==> src/rtl/rtc_pkg.sv <==
// rtl/rtc_pkg.sv - shared types and BCD helpers for the RTC adjust counters
package rtc_pkg;

  typedef enum logic [1:0] {IDLE, FIRST, REPEAT} press_state_t;

  typedef enum logic [3:0] {
    SEL_SEG  = 4'd8,
    SEL_MIN  = 4'd9,
    SEL_HORA = 4'd10,
    SEL_DIA  = 4'd11,
    SEL_MES  = 4'd12,
    SEL_ANIO = 4'd13
  } sel_code_t;

  function automatic logic [7:0] bcd_inc2(input logic [7:0] v);
    if (v[3:0] == 4'd9) return {v[7:4] + 4'd1, 4'd0};
    else                return {v[7:4], v[3:0] + 4'd1};
  endfunction

  function automatic logic [7:0] bcd_dec2(input logic [7:0] v);
    if (v[3:0] == 4'd0) return {v[7:4] - 4'd1, 4'd9};
    else                return {v[7:4], v[3:0] - 4'd1};
  endfunction

  function automatic logic [7:0] to_bcd2(input int n);
    return {4'(n / 10), 4'(n % 10)};
  endfunction

  function automatic int bcd_value(input logic [7:0] v);
    return int'(v[7:4]) * 10 + int'(v[3:0]);
  endfunction

  // Signed integer compare keeps a MOD_MIN of 0 from becoming a constant-true test.
  function automatic logic bcd_in_range(input logic [7:0] v, input int lo, input int hi);
    return (v[7:4] <= 4'd9) && (v[3:0] <= 4'd9) &&
           (bcd_value(v) >= lo) && (bcd_value(v) <= hi);
  endfunction

endpackage

==> src/rtl/contador_bcd_ad_param_if.sv <==
// rtl/contador_bcd_ad_param_if.sv - selection, request, load and count signals of one field
interface contador_bcd_ad_param_if;
  logic [3:0] en_count;
  logic       enUP;
  logic       enDOWN;
  logic       load;
  logic [7:0] load_data;
  logic [7:0] data_bcd;
  logic       carry;
  logic       borrow;
  logic       load_err;

  modport master (
    output en_count, enUP, enDOWN, load, load_data,
    input  data_bcd, carry, borrow, load_err
  );

  modport slave (
    input  en_count, enUP, enDOWN, load, load_data,
    output data_bcd, carry, borrow, load_err
  );
endinterface

==> src/rtl/gen_autorrepeat.sv <==
// rtl/gen_autorrepeat.sv - press FSM: one step on press, then delayed auto-repeat while held
module gen_autorrepeat
  import rtc_pkg::*;
#(
  parameter int INIT_DELAY = 50_000_000,
  parameter int REPEAT_DIV = 26_000_000
) (
  input  logic clk,
  input  logic reset,
  input  logic req_up,
  input  logic req_dn,
  output logic step_up,
  output logic step_dn
);

  localparam int MAX_DELAY = (INIT_DELAY > REPEAT_DIV) ? INIT_DELAY : REPEAT_DIV;
  localparam int TW        = (MAX_DELAY > 1) ? $clog2(MAX_DELAY) : 1;
  localparam logic [TW-1:0] INIT_LAST = TW'(INIT_DELAY - 1);
  localparam logic [TW-1:0] REP_LAST  = TW'(REPEAT_DIV - 1);
  localparam logic [TW-1:0] T_SAT     = '1;

  press_state_t  state;
  logic [TW-1:0] timer;
  logic          dir_up;
  logic          held;

  // Requests are mutually exclusive, so "held" also catches a direction change.
  assign held = dir_up ? req_up : req_dn;

  always_ff @(posedge clk) begin
    if (!reset) begin
      state   <= IDLE;
      timer   <= '0;
      dir_up  <= 1'b0;
      step_up <= 1'b0;
      step_dn <= 1'b0;
    end else begin
      step_up <= 1'b0;
      step_dn <= 1'b0;
      case (state)
        IDLE: begin
          if (req_up || req_dn) begin
            state   <= FIRST;
            dir_up  <= req_up;
            timer   <= '0;
            step_up <= req_up;
            step_dn <= req_dn;
          end else if (timer != T_SAT) begin
            timer <= timer + 1'b1;
          end
        end
        FIRST, REPEAT: begin
          if (!held) begin
            state <= IDLE;
            timer <= '0;
          end else if (timer == ((state == FIRST) ? INIT_LAST : REP_LAST)) begin
            state   <= REPEAT;
            timer   <= '0;
            step_up <= dir_up;
            step_dn <= !dir_up;
          end else begin
            timer <= timer + 1'b1;
          end
        end
        default: state <= IDLE;
      endcase
    end
  end

endmodule

==> src/rtl/contador_bcd_ad_param.sv <==
// rtl/contador_bcd_ad_param.sv - 2-digit BCD up/down adjust counter with range, load and wrap flags
module contador_bcd_ad_param
  import rtc_pkg::*;
#(
  parameter int MOD_MIN    = 0,
  parameter int MOD_MAX    = 59,
  parameter int SEL_ID     = int'(SEL_SEG),
  parameter int INIT_DELAY = 50_000_000,
  parameter int REPEAT_DIV = 26_000_000
) (
  input logic                    clk,
  input logic                    reset,
  contador_bcd_ad_param_if.slave bus
);

  localparam logic [7:0] MIN_BCD = to_bcd2(MOD_MIN);
  localparam logic [7:0] MAX_BCD = to_bcd2(MOD_MAX);

  logic [7:0] count;
  logic       carry_q, borrow_q, load_err_q;
  logic       selected, req_up, req_dn;
  logic       step_up, step_dn;

  assign selected = (bus.en_count == 4'(SEL_ID));
  assign req_up   = selected && bus.enUP && !bus.enDOWN;
  assign req_dn   = selected && bus.enDOWN && !bus.enUP;

  gen_autorrepeat #(
    .INIT_DELAY (INIT_DELAY),
    .REPEAT_DIV (REPEAT_DIV)
  ) u_autorrepeat (
    .clk     (clk),
    .reset   (reset),
    .req_up  (req_up),
    .req_dn  (req_dn),
    .step_up (step_up),
    .step_dn (step_dn)
  );

  always_ff @(posedge clk) begin
    if (!reset) begin
      count      <= MIN_BCD;
      carry_q    <= 1'b0;
      borrow_q   <= 1'b0;
      load_err_q <= 1'b0;
    end else begin
      carry_q    <= 1'b0;
      borrow_q   <= 1'b0;
      load_err_q <= 1'b0;
      // A load swallows any step arriving in the same cycle.
      if (bus.load) begin
        if (bcd_in_range(bus.load_data, MOD_MIN, MOD_MAX)) count <= bus.load_data;
        else                                               load_err_q <= 1'b1;
      end else if (step_up || step_dn) begin
        if (!bcd_in_range(count, MOD_MIN, MOD_MAX)) begin
          count <= MIN_BCD;
        end else if (step_up) begin
          if (count == MAX_BCD) begin
            count   <= MIN_BCD;
            carry_q <= 1'b1;
          end else begin
            count <= bcd_inc2(count);
          end
        end else begin
          if (count == MIN_BCD) begin
            count    <= MAX_BCD;
            borrow_q <= 1'b1;
          end else begin
            count <= bcd_dec2(count);
          end
        end
      end
    end
  end

  assign bus.data_bcd = count;
  assign bus.carry    = carry_q;
  assign bus.borrow   = borrow_q;
  assign bus.load_err = load_err_q;

endmodule
==> src/flat_wrapper.sv <==
// flat-port wrapper written by rule: the top's interface ports become plain ports
module contador_bcd_ad_param_flat import rtc_pkg::*;
#(
  parameter int MOD_MIN    = 0,
  parameter int MOD_MAX    = 59,
  parameter int SEL_ID     = int'(SEL_SEG),
  parameter int INIT_DELAY = 50_000_000,
  parameter int REPEAT_DIV = 26_000_000
)
  (clk, reset, bus_en_count, bus_enUP, bus_enDOWN, bus_load, bus_load_data, bus_data_bcd, bus_carry, bus_borrow, bus_load_err);
  contador_bcd_ad_param_if bus_i ();
  input logic clk;
  input logic reset;
  input wire logic [$bits(bus_i.en_count)-1:0] bus_en_count;
  input wire logic [$bits(bus_i.enUP)-1:0] bus_enUP;
  input wire logic [$bits(bus_i.enDOWN)-1:0] bus_enDOWN;
  input wire logic [$bits(bus_i.load)-1:0] bus_load;
  input wire logic [$bits(bus_i.load_data)-1:0] bus_load_data;
  output wire logic [$bits(bus_i.data_bcd)-1:0] bus_data_bcd;
  output wire logic [$bits(bus_i.carry)-1:0] bus_carry;
  output wire logic [$bits(bus_i.borrow)-1:0] bus_borrow;
  output wire logic [$bits(bus_i.load_err)-1:0] bus_load_err;
  assign bus_i.en_count = bus_en_count;
  assign bus_i.enUP = bus_enUP;
  assign bus_i.enDOWN = bus_enDOWN;
  assign bus_i.load = bus_load;
  assign bus_i.load_data = bus_load_data;
  assign bus_data_bcd = bus_i.data_bcd;
  assign bus_carry = bus_i.carry;
  assign bus_borrow = bus_i.borrow;
  assign bus_load_err = bus_i.load_err;
  contador_bcd_ad_param #(.MOD_MIN(MOD_MIN), .MOD_MAX(MOD_MAX), .SEL_ID(SEL_ID), .INIT_DELAY(INIT_DELAY), .REPEAT_DIV(REPEAT_DIV)) u_core (.clk(clk), .reset(reset), .bus(bus_i));
endmodule
==> config.mk <==
export PLATFORM = sky130hd
export DESIGN_NAME = contador_bcd_ad_param_flat
export DESIGN_NICKNAME = d
export VERILOG_FILES = /design/src/rtl/rtc_pkg.sv /design/src/rtl/contador_bcd_ad_param_if.sv /design/src/rtl/gen_autorrepeat.sv /design/src/rtl/contador_bcd_ad_param.sv /design/src/flat_wrapper.sv
export SDC_FILE = /design/constraint.sdc
export NUM_CORES = 1
export LEC_CHECK = 0
export CAP_MARGIN = 20
export CORE_MARGIN = 2
export CORE_UTILIZATION = 59
export CTS_CLUSTER_DIAMETER = 150
export DETAILED_ROUTE_END_ITERATION = 8
export GPL_ROUTABILITY_DRIVEN = 0
export GPL_TIMING_DRIVEN = 0
export PLACE_DENSITY = 0.87
export SYNTH_ARGS = -nofsm -noshare
export SYNTH_HDL_FRONTEND = slang
export SYNTH_HIERARCHICAL = 1
export SYNTH_SLANG_ARGS = --single-unit
==> constraint.sdc <==
create_clock -name clk -period 3.9 [get_ports clk]
set_clock_uncertainty 0.2 [all_clocks]
set_input_delay 0.585 -clock clk [delete_from_list [all_inputs] [get_ports clk]]
set_output_delay 0.585 -clock clk [all_outputs]
set_load 0.005 [all_outputs]
==> summary.md <==
| Metric | Value |
|---|---|
| Switching power total | `approximately 350 uW` |
| Maxcap violations | `0` |
| Die height | `77.9 um` |
| Fin. Hold Viols | `0` |
| Top cell type's share of synthesized area | `0.261` |
| Die Wd | `around 78 um` |
| Tmin final | `3880 ps` |
| CP Capture Type | `flop` |
| Ys Warns | `6` |
| Vias per inst | `around 6.6` |
| ANT cells | `0` |
| Row Count | `26` |
| TritonRoute pass-1 iters | `5` |
| Post-CTS Hold Buffers | `0` |
| FF-to-FF End | `u_core/bus.carry` |
| CTS Buf Count | `5` |
| Clock Power Share | `0.355` |
| IO buf count | `27` |
| Final nets | `about 480` |
| Synth top area cells | `dfxtp_1 26%, ha_1 8.2%, nand2_1 5.5%` |
| Flop pwr share | `0.395` |
| Residual overflow from global routing | `0` |
| Critical R2R Launch | `u_core/bus.data_bcd[5]` |
| Worst slew pin tran | `734 ps` |
| VDD IR max | `0.000257 V` |
| Total Routed Length | `about 8500 um` |
| Placed cells | `roughly 500` |
| P_int | `slightly above 800 uW` |
| H-tree depth | `2` |
| Post-route ant nets | `0` |
| Initial antenna violation count | `0` |
| Fin crit share | `0.995` |
| Worst Setup Start Kind | `input pin` |
| Detailed-route via count | `approximately 3300` |
| TritonCTS Sinks | `42` |
| Crit-path max FO | `8` |
| CP Class | `input pin to flop` |
| Final setup fails | `0` |
| DRC | `0` |
| CTS tree | `built` |
| R2R setup slack | `about 320 ps` |
| Clk root buf | `clkbuf_8` |
| Initial core utilization | `0.619` |
| Sw Share | `0.296` |
| Global-route wire length before repair | `between 10000 and 15000 um` |
| Reg2Reg Depth | `10` |
| Final Max Slew Viols | `0` |
| Logic gate share of total power | `0.250` |
| Clk buf depth | `2` |
| Number of synthesized flops with an enable pin | `0` |
| Clock latency at the later pin of the worst-skew pair | `300 ps` |
| Worst Hold Depth | `2` |
| Worst hold path startpoint | `u_core/u_autorrepeat/timer[10]` |
| Slew headroom | `0.507` |
| CP Data Arrival Time | `between 3000 and 4000 ps` |
| Required time of the critical path | `around 3900 ps` |
| Library cells used by synthesis | `73` |
| Netlist Area Pre-Place | `~3200 um2` |
| Vias in the first global route | `3021` |
| Hold WC Path Type | `flop to flop` |
| Layout fillers | `between 400 and 500` |
| Area growth syn-to-layout | `17.6%` |
| Die footprint | `6070 um2` |
| Initial detailed-routing violation count | `181` |
| Seq cells post-synth | `42` |
| Total track usage | `0.273` |
| Non-Filler Instances | `~510` |
| Top_reg_cell synth | `dfxtp_1` |
| Cell Pwr Density | `approximately 310 nW/um2` |
| Fin util | `0.728` |
| Maximum clock rate | `between 200 and 300 MHz` |
| Avg Synthesized Cell Area | `approximately 8.0 um2` |
| Hpwl dp | `5960 um` |
| Sequential area share after synthesis | `0.261` |
| Yosys top cell by area | `dfxtp_1` |
| Worst Hold End | `u_core/u_autorrepeat/timer[10]` |
| IO Pins | `28` |
| Core ar. | `around 5200 um2` |
| Clock slew at reported path FFs | `approximately 90 ps` |
| Leakage | `~1.4 nW` |
| Syn Nets | `between 400 and 500` |
| Share of post-route cells with drive strength above 1 | `0.0984` |
| Avg WL per Cell | `between 15 and 20 um` |
| Mapped Cells | `401` |
| Status | `complete, no violations` |
| Largest net degree at the start of global routing | `15` |
| Post-synth ARST share | `0` |
## critical path: stages
cell,delay [ps]
clkdlybuf4s15_1,280
ha_1,330
ha_1,220
inv_1,70
fa_1,440
or4b_4,560
o41ai_4,260
a31oi_1,170
a311oi_2,300
buf_4,180
o41a_4,190
o221ai_1,120
o211a_1,180
## through the flow
| stage | power, mW | instance area (um2) | worst slack (ps) | hold slack (ps) | TNS (ps) |
|---|---|---|---|---|---|
| global placement | 0.731 | 3580 | -552 | 291 | -5560 |
| detailed placement | 0.742 | 3580 | -633 | 292 | -6540 |
| global route | 1.22 | 3790 | -120 | 350 | -301 |
| CTS | 1.16 | 3750 | 35.0 | 309 | 0 |
| floorplan | 0.651 | 3220 | 297 | 270 | 0 |
| finish | 1.17 | 3790 | 20.9 | 304 | 0 |
## cell type report
| type | count | area [um2] | share of cell area |
|---|---|---|---|
| clock buffers | 5 | 68.8 | 0.0182 |
| clock inverters | 3 | 68.8 | 0.0182 |
| multi-input cells | 321 | 2290 | 0.604 |
| flip-flops and latches | 42 | 841 | 0.222 |
| well taps | 70 | 87.6 | 0.0231 |
| inverters | 25 | 93.8 | 0.0248 |
| repair buffers | 28 | 278 | 0.0733 |
| plain buffers | 13 | 62.6 | 0.0165 |
## power groups by stage
stage	Combinational (mW)	Clock [mW]	Sequential, mW
finish	0.293	0.416	0.462
CTS	0.274	0.422	0.462
global placement	0.259	0	0.472
global route	0.320	0.435	0.466
detailed placement	0.270	0	0.472
floorplan	0.183	0	0.468
## Yosys cell counts, types with 3 or more instances
| cell type | instances |
|---|---|
| a211oi_1 | 4 |
| dfxtp_1 | 42 |
| o21a_1 | 3 |
| or3_1 | 7 |
| nor3b_1 | 5 |
| or4_1 | 5 |
| mux2i_1 | 4 |
| xor2_1 | 4 |
| a21oi_1 | 18 |
| buf_2 | 5 |
| nand3b_1 | 4 |
| fa_1 | 4 |
| nand3_2 | 3 |
| or2_1 | 3 |
| nand4_1 | 6 |
| a211o_1 | 3 |
| o21ai_0 | 26 |
| nor4b_1 | 4 |
| nor4_1 | 5 |
| o311ai_0 | 8 |
| a221oi_1 | 3 |
| inv_1 | 25 |
| nor2_1 | 26 |
| clkbuf_1 | 7 |
| ha_1 | 21 |
| o211ai_1 | 5 |
| nand3_1 | 28 |
| nor3_1 | 10 |
| a31oi_1 | 6 |
| nand2_1 | 47 |
| a21o_1 | 3 |
| and3_1 | 4 |
## cells in the final DEF (no fill, tap or decap), types with 3 or more instances in the layout
master / Yosys / layout
clkbuf_1: 7 / 7
clkbuf_8: 0 / 5
nand4_1: 6 / 6
buf_2: 5 / 5
a211oi_1: 4 / 4
xor2_1: 4 / 4
nor2_1: 26 / 25
or4_1: 5 / 5
inv_1: 25 / 25
or3_1: 7 / 7
and3_1: 4 / 4
dfxtp_1: 42 / 42
nand3b_1: 4 / 4
fa_1: 4 / 4
or2_1: 3 / 3
nor4_1: 5 / 4
a31oi_1: 6 / 6
nor3b_1: 5 / 3
o211ai_1: 5 / 5
a211o_1: 3 / 3
clkdlybuf4s50_1: 0 / 23
nand2_1: 47 / 47
o21a_1: 3 / 3
a21oi_1: 18 / 18
a221oi_1: 3 / 3
nand3_1: 28 / 28
ha_1: 21 / 21
o311ai_0: 8 / 8
nand3_2: 3 / 3
a21o_1: 3 / 3
nor3b_2: 1 / 3
o21ai_0: 26 / 26
mux2i_1: 4 / 4
nor4b_1: 4 / 4
nor3_1: 10 / 10
## kinds of logic (layout without fill, tap and decap cells)
group / count (synthesis) / count (layout) / share of synthesized area
AO/OA/AOI/OAI: 107 / 107 / 0.243
XOR/XNOR: 5 / 5 / 0.0136
adder cells (fa/ha/maj): 26 / 26 / 0.109
buffers and inverters: 38 / 74 / 0.0485
flip-flops: 42 / 42 / 0.261
multiplexers: 4 / 4 / 0.0124
AND/OR/NAND/NOR: 179 / 179 / 0.312
## registers in the layout, summed over array words and instances, names as in the netlist
register and flops:
u_core/u_autorrepeat/timer 26, u_core/bus.load_err 1, u_core/bus.data_bcd 8, u_core/bus.carry 1, u_core/u_autorrepeat/dir_up 1, u_core/u_autorrepeat/step_up 1, u_core/u_autorrepeat/state 2, u_core/u_autorrepeat/step_dn 1
u_core/bus.borrow 1
## repair_timing
item | CTS | global route
setup endpoints to repair | 12 | 14
pin swaps | 1 | 0
setup buffers | 1 | 0
resized for setup | 6 | 10
## layer usage
metal | part of all wire | wire length, um | vias up | global-route usage
li1 | - | - | 1594 | -
met1 | 0.42 | 3600 | 1598 | 0.321
met2 | 0.51 | 4350 | 116 | 0.500
met3 | 0.047 | 397 | 16 | 0.0477
met4 | 0.020 | 167 | 0 | 0.0860
met5 | 0 | 0 | - | 0
## worst max-delay path by stage
| stage | startpoint | to | slack [ps] | cells after the start |
|---|---|---|---|---|
| final | bus_load_data[7] | u_core/bus.data_bcd[6] | 20 | 13 |
| after global routing | bus_load_data[7] | u_core/bus.data_bcd[6] | -120 | 13 |
| after CTS | bus_load_data[4] | u_core/bus.data_bcd[6] | 30 | 13 |
| after detailed placement | bus_load_data[5] | u_core/bus.data_bcd[6] | -630 | 12 |
| after global placement | bus_load_data[5] | u_core/bus.data_bcd[6] | -550 | 12 |
| after floorplan | bus_load_data[5] | u_core/bus.data_bcd[6] | 300 | 11 |
Note: power is estimated with default switching activity, not from simulation.
==> RTL edit 1 (config.mk and constraints unchanged) <==
Re-encode `press_state_t` (3 states) as one-hot, 3 bits wide.
--- a/src/rtl/rtc_pkg.sv
+++ b/src/rtl/rtc_pkg.sv
@@ -1,7 +1,7 @@
 // rtl/rtc_pkg.sv - shared types and BCD helpers for the RTC adjust counters
 package rtc_pkg;
 
-  typedef enum logic [1:0] {IDLE, FIRST, REPEAT} press_state_t;
+  typedef enum logic [2:0] {IDLE = 3'b001, FIRST = 3'b010, REPEAT = 3'b100} press_state_t;
 
   typedef enum logic [3:0] {
     SEL_SEG  = 4'd8,
Check against the original RTL: same outputs for any inputs over 4 cycles, from zero or initial values and one cycle with reset low; so few cycles prove little.
==> RTL edit 1 against the unedited design <==
- worst hold slack got worse by 0.00098 ns
- global-route usage increased by 1.4 points
- design area increased by 2.6%
- die area increased by 4.2%
- routed wire length increased by 5.8%
- sequential cell count increased by 1
- largest cell class unchanged
- critical path depth decreased by 2
- worst setup slack improved by 0.27 ns
- first-iteration DRC count increased by 120%
- core utilization decreased by 2.2 points
- area after synthesis increased by 4.4%
- sequential power increased by 2%
- total power decreased by 8.1%
==> RTL edit 1: results (changes against the unedited design) <==
Run status
  • Run status: finished, final reports clean

Routing
  • Iter 0 DRT Violations: 390 (+120%)
  • M1 WL: 3.79 mm (+5.3%)
  • Met3 wire len: 717 um (+81%)
  • Vias per inst: 6.80 (+3.8%)
  • WL met2: 4.32 mm (-0.53%)
  • Routed WL: 9.01 mm (+5.8%)

Setup path
  • Critical path class: flop to flop
  • Crit-path max cell delay: 0.53 ns (-0.03 ns)
  • Reg2Reg Depth: 11 (+1)
  • CP max stage cell: dfxtp_1
  • Crit Path Max Fanout: 10 (+2)
  • R2R Path Start: u_core/bus.data_bcd[6]
  • CP bufs+invs: 2 (-1)
  • Setup slack, reg-to-reg: 0.29 ns (-0.03 ns)

Global route
  • Met3 Usage GRT: 4.75% (-0.016 points)
  • Largest net degree at the start of global routing: 13 (-2)
  • Global-route wire length before repair: 14.7 mm (+7.8%)
  • Tot GR Track Use: 28.6% (+1.4 points)
  • Met2 usage: 47.0% (-3.0 points)
  • Met1 usage: 38.0% (+6.0 points)

Placement
  • Dpl ws: -0.640 ns (-0.00676 ns)
  • Dpl hpwl: 6.39 mm (+7.2%)
  • Placed instance area: 0.00373 mm2 (+4.1%)

Power and ir drop
  • Leakage power: 1.46 nW (+5.4%)
  • Maximum VDD drop: 0.199 mV (-22%)

Synth
  • Commonest cells post-synth: dfxtp_1, nand2_1, nand3_1, nor2_1, inv_1
  • Yosys cell types: 87 (+19%)
  • Sequential fraction of the synthesis area: 25.6% (-0.51 points)
  • Top post-synthesis cells by area: dfxtp_1, ha_1, nand2_1

STA
  • Hold Slack: 0.303 ns (-0.000975 ns)

Final layout
  • Total Nets Final: 481 (+0.63%)
  • Share of layout cells above drive strength 1: 13.1% (+3.3 points)
RTL edit 1: cell count changes after synthesis, moves of 7 or more:
cell      before  now
a31oi_1        6   13
nand2_1       47   40
o21ai_0       26   18
o311ai_0       8    1
RTL edit 1: layout make-up:
| type | count | area [um2] |
|---|---|---|
| fill | 414 | 1620 |
| buffer | 19 | 131 |
| timing repair buffer | 31 | 295 |
| tap | 72 | 90.1 |
| sequential | 43 | 862 |
| clock buffer | 8 | 100 |
| inverter | 21 | 78.8 |
| multi-input combinational | 321 | 2330 |
RTL edit 1: what timing repair did:
| action | CTS | global route |
|---|---|---|
| endpoints found under the hold margin | 0 | 0 |
| endpoints found under the setup margin | 6 | 6 |
| cloned | 0 | 0 |
| resized for setup | 4 | 9 |
| buffers inserted | 3 | 1 |
| pin swaps | 1 | 2 |
RTL edit 1: worst paths after layout:
| path | endpoint |
|---|---|
| hold / removal | u_core/u_autorrepeat/timer[1] |
| hold reg to reg | u_core/u_autorrepeat/timer[1] |
| setup / recovery | u_core/bus.data_bcd[6] |
| setup reg to reg | u_core/bus.data_bcd[6] |
RTL edit 1: logic make-up (layout without fill, tap and decap cells):
group                      Yosys count  in the layout  synth area share, %
DFF                                 43             43                 25.6
and+or+nand+nor                    173            173                 29.5
AOI/OAI and AO/OA                  115            115                 26.6
muxes                                3              3                0.929
xor gates and xnor gates             7              7                 1.82
buffers and inverters               40             79                 6.25
adders and majority gates           23             23                 9.37
RTL edit 1: worst min-delay path, stage by stage, from the launching register on:
cell and delay, ns:
dfxtp_1 0.34, nand2_1 0.06, a21oi_1 0.05
RTL edit 1: power by group:
group | switching (mW) | internal [mW]
Combinational | 0.162 | 0.132
Sequential | 0.0194 | 0.453
Clock | 0.148 | 0.162
Total | 0.329 | 0.747
==> RTL edit 2 (same flow settings) <==
Made on the original files. `INIT_DELAY` is set to 50_000_000 in 3 places; all go to 25_000_000.
--- a/src/rtl/gen_autorrepeat.sv
+++ b/src/rtl/gen_autorrepeat.sv
@@ -2,7 +2,7 @@
 module gen_autorrepeat
   import rtc_pkg::*;
 #(
-  parameter int INIT_DELAY = 50_000_000,
+  parameter int INIT_DELAY = 25_000_000,
   parameter int REPEAT_DIV = 26_000_000
 ) (
   input  logic clk,
--- a/src/rtl/contador_bcd_ad_param.sv
+++ b/src/rtl/contador_bcd_ad_param.sv
@@ -5,7 +5,7 @@
   parameter int MOD_MIN    = 0,
   parameter int MOD_MAX    = 59,
   parameter int SEL_ID     = int'(SEL_SEG),
-  parameter int INIT_DELAY = 50_000_000,
+  parameter int INIT_DELAY = 25_000_000,
   parameter int REPEAT_DIV = 26_000_000
 ) (
   input logic                    clk,
--- a/src/flat_wrapper.sv
+++ b/src/flat_wrapper.sv
@@ -4,7 +4,7 @@
   parameter int MOD_MIN    = 0,
   parameter int MOD_MAX    = 59,
   parameter int SEL_ID     = int'(SEL_SEG),
-  parameter int INIT_DELAY = 50_000_000,
+  parameter int INIT_DELAY = 25_000_000,
   parameter int REPEAT_DIV = 26_000_000
 )
   (clk, reset, bus_en_count, bus_enUP, bus_enDOWN, bus_load, bus_load_data, bus_data_bcd, bus_carry, bus_borrow, bus_load_err);
Behaviour: same outputs for any inputs over 4 cycles, from zero or initial values and one cycle with reset low; that may be too few to reach the edited logic, so the function may still have changed.
==> RTL edit 2 against the unedited design <==
- critical path depth decreased by 4
- total power decreased by 6.6%
- fmax increased by 3.8%
- sequential cell count decreased by 1
- area after synthesis increased by 4.1%
- highest routed layer unchanged
- synthesized cell count decreased by 5.2%
- critical path type unchanged
- worst setup slack improved by 0.14 ns
- largest power group unchanged
- combinational power decreased by 3%
- routed wire length decreased by 3.5%
- design area increased by 1.3%
- final cell count decreased by 3.7%
==> RTL edit 2: results (changes against the unedited design) <==
Run status
  • Run status: finished, final reports clean

Global route
  • Tot GR Track Use: 26.5% (-0.71 points)
  • Global-route wire length before repair: 13.4 mm (-1.1%)
  • Vias in the first global route: 2,821 (-6.6%)
  • Met3 Usage GRT: 4.52% (-0.24 points)
  • Met1 usage: 36.4% (+4.4 points)
  • Met2 usage: 42.5% (-7.5 points)
  • Largest net degree at the start of global routing: 13 (-2)
  • Initial antenna violation count: 0 (unchanged)

Synth
  • Commonest cells post-synth: dfxtp_1, nand2_1, inv_1, ha_1, nand3_1
  • Post-synthesis net count: 422 (-4.7%)
  • FFs w/ async S/R, synth: 0% (unchanged)
  • Yosys cell types: 74 (+1.4%)
  • Top post-synthesis cells by area: dfxtp_1, ha_1, nor3_2
  • Sequential fraction of the synthesis area: 24.5% (-1.6 points)
  • Synth warnings: 6 (unchanged)

Setup path
  • Worst EP arrival: 3.75 ns (-0.13 ns)
  • Crit Path Max Fanout: 10 (+2)

CTS
  • Clock Path Buffers: 2 (unchanged)
  • CTS Root Cell: clkbuf_8
  • H-tree depth: 2 (unchanged)
  • Worst skew pair latency: 0.30 ns (about the same)

Final layout
  • Share of layout cells above drive strength 1: 12.7% (+2.9 points)
  • Largest Register: u_core/u_autorrepeat/timer
  • Ant diodes: 0 (unchanged)
  • Max reg flops: 25 (-3.8%)
  • Total Nets Final: 457 (-4.4%)
  • Fillers: 399 (-2.4%)

Placement
  • Dpl hpwl: 5.93 mm (-0.51%)
  • IO Port Bufs: 26 (-3.7%)
  • Dpl ws: -0.143 ns (+0.489 ns)

Power and ir drop
  • Leakage power: 1.40 nW (+1.1%)
  • Pint: 763 uW (-7.5%)
  • Maximum VDD drop: 0.215 mV (-16%)

Routing
  • Routed WL: 8.21 mm (-3.5%)
  • Iter 0 DRT Violations: 325 (+80%)
  • Vias: 3,229 (-2.9%)

Hold path
  • Hold Path Class: flop to flop

STA
  • Worst slew margin: 43.8% (-6.9 points)
-- RTL edit 2: final timing paths --
kind                                       from                            end  slack (ns)  cells after the start
setup reg to reg         u_core/bus.data_bcd[5]               u_core/bus.carry        0.31                     10
setup / recovery                bus_en_count[1]  u_core/u_autorrepeat/timer[8]        0.16                      9
hold / removal    u_core/u_autorrepeat/state[1]  u_core/u_autorrepeat/state[1]        0.30                      2
hold reg to reg   u_core/u_autorrepeat/state[1]  u_core/u_autorrepeat/state[1]        0.30                      2
-- RTL edit 2: cells by family after synthesis --
family	share of synthesized area, %
simple gates	27.9
compound gates	23.3
buf+inv	6.30
flops	24.5
fa+ha+maj	10.2
xor+xnor	4.44
mux	3.32
-- RTL edit 2: what timing repair did --
item / CTS / global route
gates resized for setup: 0 / 1
setup buffers: 0 / 2
setup endpoints to repair: 0 / 2
-- RTL edit 2: worst max-delay path: stages --
cell             delay, ns
clkdlybuf4s50_1       0.39
or4b_2                0.71
nor3b_1               0.52
or3b_1                0.19
buf_2                 0.17
nor4_4                0.09
a31oi_2               0.33
or4b_1                0.51
a211oi_2              0.25
-- RTL edit 2: metal layers --
metal,vias to the layer above,wire length [um]
met5,-,0
met4,0,173
met3,24,570
met2,159,3840
met1,1508,3630
li1,1538,-
-- RTL edit 2: power groups by stage --
stage	sequential, mW	combinational, mW	clock [mW]
finish	0.450	0.283	0.361
CTS	0.450	0.275	0.364
detailed placement	0.460	0.271	0
global placement	0.459	0.262	0
global route	0.453	0.304	0.385
floorplan	0.457	0.196	0
-- RTL edit 2: layout make-up --
cell class	count	area (um2)	share of cell area (%)
Clock inverter	1	30.0	0.782
Buffer	20	129	3.36
Tap cell	72	90.1	2.35
Inverter	22	82.6	2.15
Timing Repair Buffer	28	275	7.17
Clock buffer	7	86.3	2.25
Multi-Input combinational cell	297	2330	60.6
Sequential cell	41	821	21.4
-- RTL edit 2: through the flow --
step / hold WS (ns) / utilization [%] / area, um2 / cells
floorplan: 0.249 / - / 3350 / 380
global placement: 0.257 / 67.3 / 3700 / 478
detailed placement: 0.290 / 67.3 / 3700 / 478
CTS: 0.299 / 69.4 / 3820 / 486
global route: 0.323 / 69.8 / 3840 / 488
finish: 0.303 / 69.8 / 3840 / 488
